`config.mk`:
```
export PLATFORM = sky130hd
export DESIGN_NAME = operand_fetch_stage_flat
export DESIGN_NICKNAME = d
export VERILOG_FILES = /design/src/rtl/operand_fetch_stage_pkg.sv /design/src/rtl/operand_fetch_stage_if.sv /design/src/rtl/operand_fetch_stage_forward_mux.sv /design/src/rtl/operand_fetch_stage.sv /design/src/flat_wrapper.sv
export SDC_FILE = /design/constraint.sdc
export NUM_CORES = 1
export LEC_CHECK = 0
export CORE_ASPECT_RATIO = 1.4
export CORE_MARGIN = 1.5
export CORE_UTILIZATION = 37
export DETAILED_ROUTE_END_ITERATION = 7
export HOLD_SLACK_MARGIN = 0.08
export MAX_ROUTING_LAYER = met4
export PLACE_DENSITY = 0.75
export SYNTH_ARGS = -nofsm -noshare
export SYNTH_HDL_FRONTEND = slang
export SYNTH_SLANG_ARGS = --single-unit
```
`constraint.sdc`:
```
create_clock -name clk -period 2.5 [get_ports clk]
set_clock_uncertainty 0.2 [all_clocks]
set_input_delay 0.5 -clock clk [delete_from_list [all_inputs] [get_ports clk]]
set_output_delay 0.5 -clock clk [all_outputs]
set_load 0.005 [all_outputs]
```
`src/rtl/operand_fetch_stage_pkg.sv`:
```
// Shared CPU definitions: register index map, data widths and the ID/EX register layout.
package cpu_defs;

    localparam int unsigned DATA_W      = 16;
    localparam int unsigned IDX_W       = 4;
    localparam int unsigned CTRL_W      = 16;
    localparam int unsigned STALL_CNT_W = 16;

    typedef logic [IDX_W-1:0]  idx_t;
    typedef logic [DATA_W-1:0] data_t;

    localparam idx_t REG_IH     = 4'd8;
    localparam idx_t REG_SP     = 4'd9;
    localparam idx_t REG_RA     = 4'd10;
    localparam idx_t REG_ILL_LO = 4'd11;
    localparam idx_t REG_ILL_HI = 4'd14;
    localparam idx_t REG_NONE   = 4'hF;

    typedef struct packed {
        logic              valid;
        idx_t              dst;
        logic              writes_t;
        logic              is_load;
        logic              t;
        data_t             op_s;
        data_t             op_t;
        data_t             op_m;
        logic [CTRL_W-1:0] ctrl;
        data_t             imm;
    } idex_t;

    // Illegal indices behave exactly like an unused source.
    function automatic idx_t sanitize_idx(idx_t idx);
        if (idx >= REG_ILL_LO && idx <= REG_ILL_HI) begin
            return REG_NONE;
        end
        return idx;
    endfunction

    function automatic idex_t idex_reset();
        idex_t r;
        r     = '0;
        r.dst = REG_NONE;
        return r;
    endfunction

endpackage

```
`src/rtl/operand_fetch_stage_if.sv`:
```
// Decoder -> operand fetch handshake: decoded fields forward, stall back.
interface operand_fetch_stage_if;
    import cpu_defs::*;

    logic              in_valid;
    idx_t              in_idxS;
    idx_t              in_idxT;
    idx_t              in_idxM;
    idx_t              in_dst;
    logic              in_useT;
    logic              in_writesT;
    logic              in_isLoad;
    logic [CTRL_W-1:0] in_ctrl;
    data_t             in_imm;
    logic              stall_out;

    modport master (
        output in_valid, in_idxS, in_idxT, in_idxM, in_dst, in_useT, in_writesT, in_isLoad,
        output in_ctrl, in_imm,
        input  stall_out
    );

    modport slave (
        input  in_valid, in_idxS, in_idxT, in_idxM, in_dst, in_useT, in_writesT, in_isLoad,
        input  in_ctrl, in_imm,
        output stall_out
    );

endinterface

```
`src/rtl/operand_fetch_stage_forward_mux.sv`:
```
// One operand source: EX/MEM forwarding over the register-file value, plus EX load-hit flag.
module operand_forward_mux
    import cpu_defs::*;
(
    input  idx_t  src_i,
    input  data_t rf_i,
    input  logic  ex_valid_i,
    input  logic  ex_is_load_i,
    input  idx_t  ex_dst_i,
    input  data_t ex_result_i,
    input  logic  mem_valid_i,
    input  idx_t  mem_dst_i,
    input  data_t mem_result_i,
    output data_t op_o,
    output logic  load_hit_o
);

    logic used;
    logic ex_hit;
    logic mem_hit;

    always_comb begin
        used       = (src_i != REG_NONE);
        ex_hit     = used && ex_valid_i && (src_i == ex_dst_i);
        mem_hit    = used && mem_valid_i && (src_i == mem_dst_i);
        load_hit_o = ex_hit && ex_is_load_i;
        if (!used) begin
            op_o = '0;
        end else if (ex_hit && !ex_is_load_i) begin
            op_o = ex_result_i;
        end else if (mem_hit) begin
            op_o = mem_result_i;
        end else begin
            op_o = rf_i;
        end
    end

endmodule

```
`src/rtl/operand_fetch_stage.sv`:
```
// ID/EX stage: register-file reads, EX/MEM forwarding, load-use bubbles and the ID/EX register.
module operand_fetch_stage
    import cpu_defs::*;
(
    input  logic                   clk,
    input  logic                   rst,
    operand_fetch_stage_if.slave   dec_io,
    output idx_t                   readIndexS,
    output idx_t                   readIndexT,
    output idx_t                   readIndexM,
    input  data_t                  readResultS,
    input  data_t                  readResultT,
    input  data_t                  readResultM,
    input  logic                   tResult,
    input  logic                   ex_valid,
    input  logic                   ex_isLoad,
    input  logic                   ex_writesT,
    input  logic                   ex_t,
    input  idx_t                   ex_dst,
    input  data_t                  ex_result,
    input  logic                   mem_valid,
    input  logic                   mem_writesT,
    input  logic                   mem_t,
    input  idx_t                   mem_dst,
    input  data_t                  mem_result,
    input  logic                   stall_in,
    input  logic                   flush,
    output logic                   out_valid,
    output data_t                  out_opS,
    output data_t                  out_opT,
    output data_t                  out_opM,
    output logic                   out_t,
    output idx_t                   out_dst,
    output logic                   out_writesT,
    output logic                   out_isLoad,
    output logic [CTRL_W-1:0]      out_ctrl,
    output data_t                  out_imm,
    output logic [STALL_CNT_W-1:0] stall_count
);

    idx_t  idx_s, idx_t_src, idx_m;
    data_t op_s, op_t, op_m;
    logic  hit_s, hit_t, hit_m;
    logic  t_fwd;
    logic  hazard;

    idex_t                  idex_d, idex_q;
    logic [STALL_CNT_W-1:0] stall_count_d, stall_count_q;

    always_comb begin
        idx_s     = sanitize_idx(dec_io.in_idxS);
        idx_t_src = sanitize_idx(dec_io.in_idxT);
        idx_m     = sanitize_idx(dec_io.in_idxM);
    end

    assign readIndexS = idx_s;
    assign readIndexT = idx_t_src;
    assign readIndexM = idx_m;

    operand_forward_mux u_mux_s (
        .src_i(idx_s), .rf_i(readResultS),
        .ex_valid_i(ex_valid), .ex_is_load_i(ex_isLoad), .ex_dst_i(ex_dst),
        .ex_result_i(ex_result), .mem_valid_i(mem_valid), .mem_dst_i(mem_dst),
        .mem_result_i(mem_result), .op_o(op_s), .load_hit_o(hit_s)
    );

    operand_forward_mux u_mux_t (
        .src_i(idx_t_src), .rf_i(readResultT),
        .ex_valid_i(ex_valid), .ex_is_load_i(ex_isLoad), .ex_dst_i(ex_dst),
        .ex_result_i(ex_result), .mem_valid_i(mem_valid), .mem_dst_i(mem_dst),
        .mem_result_i(mem_result), .op_o(op_t), .load_hit_o(hit_t)
    );

    operand_forward_mux u_mux_m (
        .src_i(idx_m), .rf_i(readResultM),
        .ex_valid_i(ex_valid), .ex_is_load_i(ex_isLoad), .ex_dst_i(ex_dst),
        .ex_result_i(ex_result), .mem_valid_i(mem_valid), .mem_dst_i(mem_dst),
        .mem_result_i(mem_result), .op_o(op_m), .load_hit_o(hit_m)
    );

    always_comb begin
        if (ex_valid && ex_writesT) begin
            t_fwd = ex_t;
        end else if (mem_valid && mem_writesT) begin
            t_fwd = mem_t;
        end else begin
            t_fwd = tResult;
        end
    end

    assign hazard           = dec_io.in_valid && (hit_s || hit_t || hit_m);
    assign dec_io.stall_out = stall_in || hazard;

    always_comb begin
        idex_d        = idex_q;
        stall_count_d = stall_count_q;
        if (flush) begin
            idex_d.valid = 1'b0;
            idex_d.dst   = REG_NONE;
        end else if (stall_in) begin
            idex_d = idex_q;
        end else if (hazard) begin
            idex_d.valid    = 1'b0;
            idex_d.dst      = REG_NONE;
            idex_d.writes_t = 1'b0;
            if (stall_count_q != '1) begin
                stall_count_d = stall_count_q + 1'b1;
            end
        end else begin
            idex_d.valid    = dec_io.in_valid;
            idex_d.dst      = dec_io.in_dst;
            idex_d.writes_t = dec_io.in_writesT;
            idex_d.is_load  = dec_io.in_isLoad;
            idex_d.t        = t_fwd;
            idex_d.op_s     = op_s;
            idex_d.op_t     = op_t;
            idex_d.op_m     = op_m;
            idex_d.ctrl     = dec_io.in_ctrl;
            idex_d.imm      = dec_io.in_imm;
        end
    end

    always_ff @(posedge clk) begin
        if (rst) begin
            idex_q        <= idex_reset();
            stall_count_q <= '0;
        end else begin
            idex_q        <= idex_d;
            stall_count_q <= stall_count_d;
        end
    end

    assign out_valid   = idex_q.valid;
    assign out_dst     = idex_q.dst;
    assign out_writesT = idex_q.writes_t;
    assign out_isLoad  = idex_q.is_load;
    assign out_t       = idex_q.t;
    assign out_opS     = idex_q.op_s;
    assign out_opT     = idex_q.op_t;
    assign out_opM     = idex_q.op_m;
    assign out_ctrl    = idex_q.ctrl;
    assign out_imm     = idex_q.imm;
    assign stall_count = stall_count_q;

endmodule

```
`src/flat_wrapper.sv`:
```
// flat-port wrapper written by rule: the top's interface ports become plain ports
module operand_fetch_stage_flat import cpu_defs::*;
  (clk, rst, readIndexS, readIndexT, readIndexM, readResultS, readResultT, readResultM, tResult, ex_valid, ex_isLoad, ex_writesT, ex_t, ex_dst, ex_result, mem_valid, mem_writesT, mem_t, mem_dst, mem_result, stall_in, flush, out_valid, out_opS, out_opT, out_opM, out_t, out_dst, out_writesT, out_isLoad, out_ctrl, out_imm, stall_count, dec_io_in_valid, dec_io_in_idxS, dec_io_in_idxT, dec_io_in_idxM, dec_io_in_dst, dec_io_in_useT, dec_io_in_writesT, dec_io_in_isLoad, dec_io_in_ctrl, dec_io_in_imm, dec_io_stall_out);
  operand_fetch_stage_if dec_io_i ();
  input  logic clk;
  input  logic rst;
  output idx_t readIndexS;
  output idx_t readIndexT;
  output idx_t readIndexM;
  input  data_t readResultS;
  input  data_t readResultT;
  input  data_t readResultM;
  input  logic tResult;
  input  logic ex_valid;
  input  logic ex_isLoad;
  input  logic ex_writesT;
  input  logic ex_t;
  input  idx_t ex_dst;
  input  data_t ex_result;
  input  logic mem_valid;
  input  logic mem_writesT;
  input  logic mem_t;
  input  idx_t mem_dst;
  input  data_t mem_result;
  input  logic stall_in;
  input  logic flush;
  output logic out_valid;
  output data_t out_opS;
  output data_t out_opT;
  output data_t out_opM;
  output logic out_t;
  output idx_t out_dst;
  output logic out_writesT;
  output logic out_isLoad;
  output logic [CTRL_W-1:0] out_ctrl;
  output data_t out_imm;
  output logic [STALL_CNT_W-1:0] stall_count;
  input wire logic [$bits(dec_io_i.in_valid)-1:0] dec_io_in_valid;
  input wire logic [$bits(dec_io_i.in_idxS)-1:0] dec_io_in_idxS;
  input wire logic [$bits(dec_io_i.in_idxT)-1:0] dec_io_in_idxT;
  input wire logic [$bits(dec_io_i.in_idxM)-1:0] dec_io_in_idxM;
  input wire logic [$bits(dec_io_i.in_dst)-1:0] dec_io_in_dst;
  input wire logic [$bits(dec_io_i.in_useT)-1:0] dec_io_in_useT;
  input wire logic [$bits(dec_io_i.in_writesT)-1:0] dec_io_in_writesT;
  input wire logic [$bits(dec_io_i.in_isLoad)-1:0] dec_io_in_isLoad;
  input wire logic [$bits(dec_io_i.in_ctrl)-1:0] dec_io_in_ctrl;
  input wire logic [$bits(dec_io_i.in_imm)-1:0] dec_io_in_imm;
  output wire logic [$bits(dec_io_i.stall_out)-1:0] dec_io_stall_out;
  assign dec_io_i.in_valid = dec_io_in_valid;
  assign dec_io_i.in_idxS = dec_io_in_idxS;
  assign dec_io_i.in_idxT = dec_io_in_idxT;
  assign dec_io_i.in_idxM = dec_io_in_idxM;
  assign dec_io_i.in_dst = dec_io_in_dst;
  assign dec_io_i.in_useT = dec_io_in_useT;
  assign dec_io_i.in_writesT = dec_io_in_writesT;
  assign dec_io_i.in_isLoad = dec_io_in_isLoad;
  assign dec_io_i.in_ctrl = dec_io_in_ctrl;
  assign dec_io_i.in_imm = dec_io_in_imm;
  assign dec_io_stall_out = dec_io_i.stall_out;
  operand_fetch_stage u_core (.clk(clk), .rst(rst), .dec_io(dec_io_i), .readIndexS(readIndexS), .readIndexT(readIndexT), .readIndexM(readIndexM), .readResultS(readResultS), .readResultT(readResultT), .readResultM(readResultM), .tResult(tResult), .ex_valid(ex_valid), .ex_isLoad(ex_isLoad), .ex_writesT(ex_writesT), .ex_t(ex_t), .ex_dst(ex_dst), .ex_result(ex_result), .mem_valid(mem_valid), .mem_writesT(mem_writesT), .mem_t(mem_t), .mem_dst(mem_dst), .mem_result(mem_result), .stall_in(stall_in), .flush(flush), .out_valid(out_valid), .out_opS(out_opS), .out_opT(out_opT), .out_opM(out_opM), .out_t(out_t), .out_dst(out_dst), .out_writesT(out_writesT), .out_isLoad(out_isLoad), .out_ctrl(out_ctrl), .out_imm(out_imm), .stall_count(stall_count));
endmodule
```
==> results of run 1 <==
-- area by class of cell --
cell class                      count  area share (%)
Clock inverter                      6           0.791
Inverter                            3           0.121
Multi-Input combinational cell    469            35.3
Tap cell                          189            2.53
Sequential cell                   104            22.3
Clock buffer                        9            2.41
Timing Repair Buffer              343            36.6
-- cell families (layout without fill, tap and decap cells) --
kind of cell	after synthesis	after routing	share of synthesized area [%]
AOI/OAI and AO/OA	244	244	29.3
xor gates and xnor gates	17	17	2.73
adders and majority gates	1	1	0.229
buffers and inverters	63	361	5.12
DFF	104	104	38.2
muxes	51	51	9.38
and+or+nand+nor	156	156	15.1
-- state kept, by name, summed over array words and instances (netlist names) --
signal / cells
u_core.out_ctrl: 16
u_core.out_dst: 4
u_core.out_imm: 16
u_core.out_isLoad: 1
u_core.out_opM: 16
u_core.out_opS: 16
u_core.out_opT: 16
u_core.out_t: 1
u_core.out_valid: 1
u_core.out_writesT: 1
u_core.stall_count: 16
-- through the flow --
step / hold WS [ns] / TNS (ns) / power [µW] / instances / setup WS, ns
global placement: 0.241 / -68.19 / 2720 / 1097 / -0.835
CTS: 0.260 / 0 / 4180 / 1120 / 0.00785
finish: 0.259 / 0 / 4180 / 1123 / 0.0246
detailed placement: 0.250 / -71.84 / 2730 / 1097 / -0.896
global route: 0.291 / -0.323 / 4330 / 1123 / -0.0433
floorplan: 0.248 / -0.490 / 2130 / 636 / -0.0259
-- layout by cell type (no fill, tap or decap), types with 3 or more instances in the layout --
cell type	n
buf_12	12
nand4_1	4
o21ai_0	66
mux2i_2	5
clkdlybuf4s50_1	246
a31o_2	3
buf_6	7
nand3_1	42
or3_1	11
a2bb2oi_1	9
nor3_1	7
or4_1	4
a21o_1	8
nor2b_1	6
nand2_1	34
dfxtp_1	104
mux2i_1	45
xnor2_1	14
a2bb2oi_2	7
nor2_1	22
buf_4	60
clkbuf_16	10
buf_2	8
a21oi_1	82
o31ai_1	5
a211oi_2	4
inv_1	3
a22o_1	32
a211oi_1	14
nand2b_1	5
-- routing by layer --
| layer | wire length (µm) | vias to the layer above | GRT usage [%] |
|---|---|---|---|
| li1 | - | 2944 | - |
| met1 | 7800 | 2850 | 28.9 |
| met2 | 10300 | 209 | 46.4 |
| met3 | 1090 | 39 | 4.51 |
| met4 | 618 | 0 | 9.93 |
| met5 | 0 | - | - |
-- critical path, stage by stage --
cell	delay, ns
buf_2	0.13
buf_6	0.12
nand2_1	0.06
a211oi_2	0.09
o21a_4	0.22
buf_4	0.14
buf_4	0.13
o311a_4	0.41
buf_12	0.16
buf_4	0.13
a2111o_1	0.33
a21oi_1	0.11
-- power by group --
group / switching, µW / leakage (µW) / internal [µW] / total [µW]
registers: 34.9 / 0.000848 / 1730 / 1760
logic: 385 / 0.00235 / 580 / 965
clock network: 669 / 0.000140 / 786 / 1450
total: 1090 / 0.00334 / 3090 / 4180
-- worst min-delay path by stage --
stage,to,slack [ns],cells past startpoint
after floorplan,u_core.out_writesT,0.25,2
after global placement,u_core.out_writesT,0.24,2
after detailed placement,u_core.out_writesT,0.25,2
after CTS,u_core.out_writesT,0.26,2
after global routing,u_core.out_t,0.29,2
final,u_core.out_writesT,0.26,2
-- what timing repair did --
| action | CTS | global route |
|---|---|---|
| buffers inserted | 7 | 2 |
| cloned | 1 | 1 |
| pin swaps | 11 | 9 |
| hold buffers | 0 | 0 |
| resized for setup | 75 | 32 |
| setup endpoints to repair | 113 | 67 |
==> metrics.md, run 1 <==
| Metric | Value |
|---|---|
| Die Ht | `147 µm` |
| Post-route clock period utilization | `between 90 and 100%` |
| Layout cells sized above 1 | `16.5%` |
| Most used flip-flop cell after synthesis | `dfxtp_1` |
| Fillers | `1251` |
| Leak pwr | `0.00334 µW` |
| EDFF count, synth | `0` |
| Crit-path max FO | `12` |
| First-pass GRT wire length | `31100 µm` |
| Post-synth top cells | `104 x dfxtp_1, 83 x a21oi_1, 66 x o21ai_0, 50 x mux2i_1, 43 x nand3_1` |
| CTS tree | `built` |
| Wire length per cell | `around 18 µm` |
| 1st-iter DRT viols | `~230` |
| Clock-pin slew on the worst setup and hold paths | `roughly 0.07 ns` |
| Distinct cell type count after synthesis | `54` |
| Pin count of the biggest net entering global routing | `40` |
| HP Class | `register to register` |
| Die area | `15500 µm²` |
| Initial core utilization | `a little under two fifths` |
| Synth top area share | `38.2%` |
| Worst Tran Pin Value | `0.761 ns` |
| Cell with the most instances after synthesis | `dfxtp_1` |
| RePlAce Congestion | `0.889` |
| Crit Path Class | `input port to register` |
| Top Ports | `269` |
| Min Tclk post-route | `2.48 ns` |
| Arrival time at the worst endpoint | `~2.6 ns` |
| Post-Syn Instances | `636` |
| Crit Reg-Reg Endpoint | `u_core.stall_count[0]` |
| Initial antenna violation count | `0` |
| Placement Cell Area | `8780 µm²` |
| Final Max Tran Viols | `0` |
| Antenna diode count | `0` |
| R2R depth | `7` |
| TritonCTS buffer count | `9` |
| Launch point of the worst reg-to-reg path | `u_core.stall_count[0]` |
| Vias per cell | `~5.4` |
| CP Capture Point | `u_core.out_t` |
| Asr flop ratio synth | `0%` |
| PD cells | `448 nW/µm²` |
| Port buffer count | `267` |
| Final antenna-violating net count | `0` |
| Startpoint Class | `input port` |
| Total of max-cap violations | `0` |
| Setup crit end kind | `register` |
| Vias | `6042` |
| Clock Latency Late Sink | `0.35 ns` |
| Hold Path Origin | `u_core.out_writesT` |
| Status | `complete, no violations` |
| Number of global-route vias before repair | `5980` |
| Register-to-register setup slack | `between 0.2 and 0.3 ns` |
| Fmax | `404 MHz` |
| #FFs+latches synth | `approximately 100` |
| Area grow syn2layout | `71.1%` |
| Mean area per synthesized cell | `8.58 µm²` |
| Grt total ovfl | `0` |
| Leading area contributor after synthesis | `dfxtp_1` |
| DRC | `0` |
| Yosys Warn Count | `0` |
| Top cells by area, synth | `dfxtp_1 38%, mux2i_1 9.2%, a21oi_1 7.6%, o21ai_0 6.1%, a22o_1 5.1%` |
| Max Root-Sink Buffers | `2` |
| Final core occ | `64.6%` |
| Die width | `106 µm` |
| Mapped cell area | `5450 µm²` |
| Root Buffer | `clkbuf_16` |
| CTS HTree Levels | `3` |
| Global Route Usage Sum | `between 20% and 30%` |
| Final cell area excluding filler cells | `around 9300 µm²` |
| CP required | `2.57 ns` |
| Relative slew slack | `between 40 and 50%` |
| Sequential share of the synthesized area | `38.2%` |
| # setup viols final | `0` |
| Syn_nets | `789` |
| Sink Count | `104` |
| DP HPWL | `14400 µm` |
| DR pass1 iterations | `5` |
| Sequential Area | `2080 µm²` |
| RSZ-0062 raised after global routing | `true` |
| CP startpoint | `dec_io_in_idxS[2]` |
| VDD IR max | `0.303 mV` |
| Final hold vios | `0` |
| Std cell rows | `52` |
| WL final | `just under 20000 µm` |
| Nets@finish | `roughly 1100` |
| Core region area | `14400 µm²` |
| Area of the multi-input gates | `3290 µm²` |
No activity file was read; power rests on OpenSTA's default activity.
==> run 2, diff against run 1 <==
Settings changed: GPL_ROUTABILITY_DRIVEN set to 0, PLACE_DENSITY 0.75 to 0.77.
==> run 2 against run 1 <==
The run now ends with negative setup slack left; global-route usage up 0.50 points; sequential power about the same; worst hold slack improved by 0.015 ns; wire length is 4.1% higher; combinational power rose by 6%; flip-flop and latch count unchanged; total power down 0.37%; utilization grew 1.7 points; critical path type is now input port to output pin; critical endpoint is now dec_io_stall_out.
==> metrics.md, run 2 (synthesis gave the netlist of run 1 again) <==
| Metric | Value |
|---|---|
| Status | `finished, violations left` |
| Violated checks | `negative setup slack` |
| WL final | `20700 µm (+4.1%)` |
| Vias per cell | `5.46 (+1.5%)` |
| Leak pwr | `0.00349 µW (+4.5%)` |
| 1st-iter DRT viols | `210 (-7.9%)` |
| DP HPWL | `14400 µm (+0.17%)` |
| Register-to-register setup slack | `0.31 ns (+0.05 ns)` |
| Crit Path Class | `input port to output pin` |
| Startpoint Class | `input port` |
| Number of global-route vias before repair | `6132 (+2.5%)` |
| Placement Cell Area | `8840 µm² (+0.66%)` |
| Root Buffer | `clkbuf_16` |
| Switching Power | `1120 µW (+3.1%)` |
| CP startpoint | `dec_io_in_idxM[1]` |
| Max Root-Sink Buffers | `2 (unchanged)` |
| Pwr Total | `4170 µW (-0.37%)` |
| Grt total ovfl | `0 (unchanged)` |
| Initial antenna violation count | `0 (unchanged)` |
| Total of max-cap violations | `0 (unchanged)` |
| Final antenna-violating net count | `0 (unchanged)` |
| DR pass1 iterations | `4 (-1)` |
| Area grow syn2layout | `75.6%` |
| Layout cells sized above 1 | `19.0% (+2.5 points)` |
| Nets@finish | `1111 (+2.6%)` |
| HP Class | `register to register` |
| CP required | `1.80 ns (-0.77 ns)` |
| Setup WS pre-CTS | `-0.750 ns (+0.146 ns)` |
| TritonCTS buffer count | `9 (unchanged)` |
| Arrival time at the worst endpoint | `1.81 ns (-0.74 ns)` |
| Antenna diode count | `0 (unchanged)` |
| Post-route setup slack | `-0.00648 ns (-0.0310 ns)` |
| PD cells | `435 nW/µm² (-2.9%)` |
| Die area | `15500 µm² (unchanged)` |
| Initial core utilization | `37.8% (unchanged)` |
| Relative slew slack | `59.4% (+10 points)` |
| Power Internal | `3040 µW (-1.6%)` |
| Top Ports | `269 (unchanged)` |
| DRC | `0 (unchanged)` |
| # setup viols final | `1 (+1)` |
| Fmax | `399 MHz (-1.2%)` |
| Clock share of power | `33.2% (-1.6 points)` |
| Final cell area excluding filler cells | `9580 µm² (+2.6%)` |
| CP Capture Point | `dec_io_stall_out` |
| Global Route Usage Sum | `26.6% (+0.50 points)` |
| Clock-pin slew on the worst setup and hold paths | `0.07 ns (about the same)` |
| Combinational Power Share | `24.5% (+1.4 points)` |
| Crit-path max FO | `3 (-9)` |
| Wire length per cell | `17.9 µm (+1.5%)` |
| Die width | `106 µm (unchanged)` |
| Min Tclk post-route | `2.51 ns (+0.0310 ns)` |
| First-pass GRT wire length | `31700 µm (+1.9%)` |
| VDD IR max | `0.281 mV (-7.2%)` |
| Pin count of the biggest net entering global routing | `39 (-2.5%)` |
| RSZ-0062 raised after global routing | `true` |
| Core region area | `14400 µm² (unchanged)` |
| Crit Reg-Reg Endpoint | `u_core.stall_count[0]` |
| Die Ht | `147 µm (unchanged)` |
| Sink Count | `104 (unchanged)` |
| Port buffer count | `267 (unchanged)` |
| CTS tree | `built` |
| Std cell rows | `52 (unchanged)` |
| Switching Share | `26.9% (+0.89 points)` |
| R2R depth | `7 (unchanged)` |
| Clock Latency Late Sink | `0.34 ns (about the same)` |
| Post-route clock period utilization | `100% (+1.2 points)` |
| Final Max Tran Viols | `0 (unchanged)` |
| Most frequent cells in the layout | `246 x clkdlybuf4s50_1, 104 x dfxtp_1, 82 x a21oi_1` |
| Launch point of the worst reg-to-reg path | `u_core.stall_count[1]` |
| Fillers | `1209 (-3.4%)` |
| Reg power frac | `42.3% (+0.2 points)` |
| Worst Tran Pin Value | `0.609 ns (-0.152 ns)` |
| Most common cell after layout, fill and taps aside | `clkdlybuf4s50_1` |
| CTS HTree Levels | `3 (unchanged)` |
| Setup crit end kind | `output pin` |
| Final hold vios | `0 (unchanged)` |
| Vias | `6293 (+4.2%)` |
run 2: cell types whose count changed in the layout (fill, tap and decap cells not counted), sizes merged:
cell,change
buf,+19
clkbuf,+6
dlygate4sd2,+3
clkdlybuf4s15,+2
clkinvlp,-2
inv,+2
bufinv,-1
clkinv,+1
dlymetal6s2s,-1
run 2: power groups by stage:
stage	Clock [µW]	Combinational [µW]	Sequential (µW)
after detailed placement	0	933	1800
after global placement	0	925	1800
after global routing	1480	1090	1770
after CTS	1420	988	1760
final	1380	1020	1760
after floorplan	0	327	1800
run 2: per-layer routing:
| metal | wire length [µm] | up-vias | GRT usage (%) |
|---|---|---|---|
| met5 | 0 | - | - |
| met4 | 763 | 0 | 12.0 |
| met3 | 1130 | 50 | 4.69 |
| met2 | 10500 | 248 | 46.1 |
| met1 | 8220 | 3000 | 29.7 |
| li1 | - | 2995 | - |
run 2: worst min path at each step:
stage | from | to | slack [ns] | cells past startpoint
finish | u_core.out_imm[6] | u_core.out_imm[6] | 0.27 | 2
global placement | u_core.out_writesT | u_core.out_writesT | 0.24 | 2
global route | u_core.out_imm[9] | u_core.out_imm[9] | 0.29 | 2
floorplan | u_core.out_writesT | u_core.out_writesT | 0.25 | 2
CTS | u_core.out_imm[9] | u_core.out_imm[9] | 0.28 | 2
detailed placement | u_core.out_opM[12] | u_core.out_opM[12] | 0.26 | 1
run 2: final cells by class:
type                    count  area (µm²)  share of cell area (%)
repair buffers            371        3640                    38.0
multi-input cells         469        3320                    34.7
inverters                   3        11.3                   0.118
well taps                 189         236                    2.47
clock inverters             6        57.6                   0.601
flip-flops and latches    104        2080                    21.7
clock buffers              10         229                    2.39
run 2: stage by stage:
stage	setup TNS, ns	utilization, %	hold WS, ns	instances
2_1_floorplan	-0.490	-	0.248	636
6_report	-0.00648	66.3	0.274	1152
4_1_cts	-0.0975	65.7	0.277	1146
3_3_place_gp	-62.82	61.2	0.238	1108
5_1_grt	-0.255	66.3	0.291	1152
3_5_place_dp	-65.00	61.2	0.263	1108
run 2: timing repair:
item,in CTS,in global routing
cloned,4,0
resized for setup,64,32
hold buffers,0,0
endpoints found under the setup margin,113,79
buffers inserted,19,6
pin swaps,14,12
run 2: worst max-delay path, stage by stage:
cell and delay [ns]:
clkbuf_2 0.12, a21o_1 0.22, o32ai_2 0.30, nor3b_4 0.34
o311ai_4 0.12, nand2b_1 0.08, buf_2 0.12
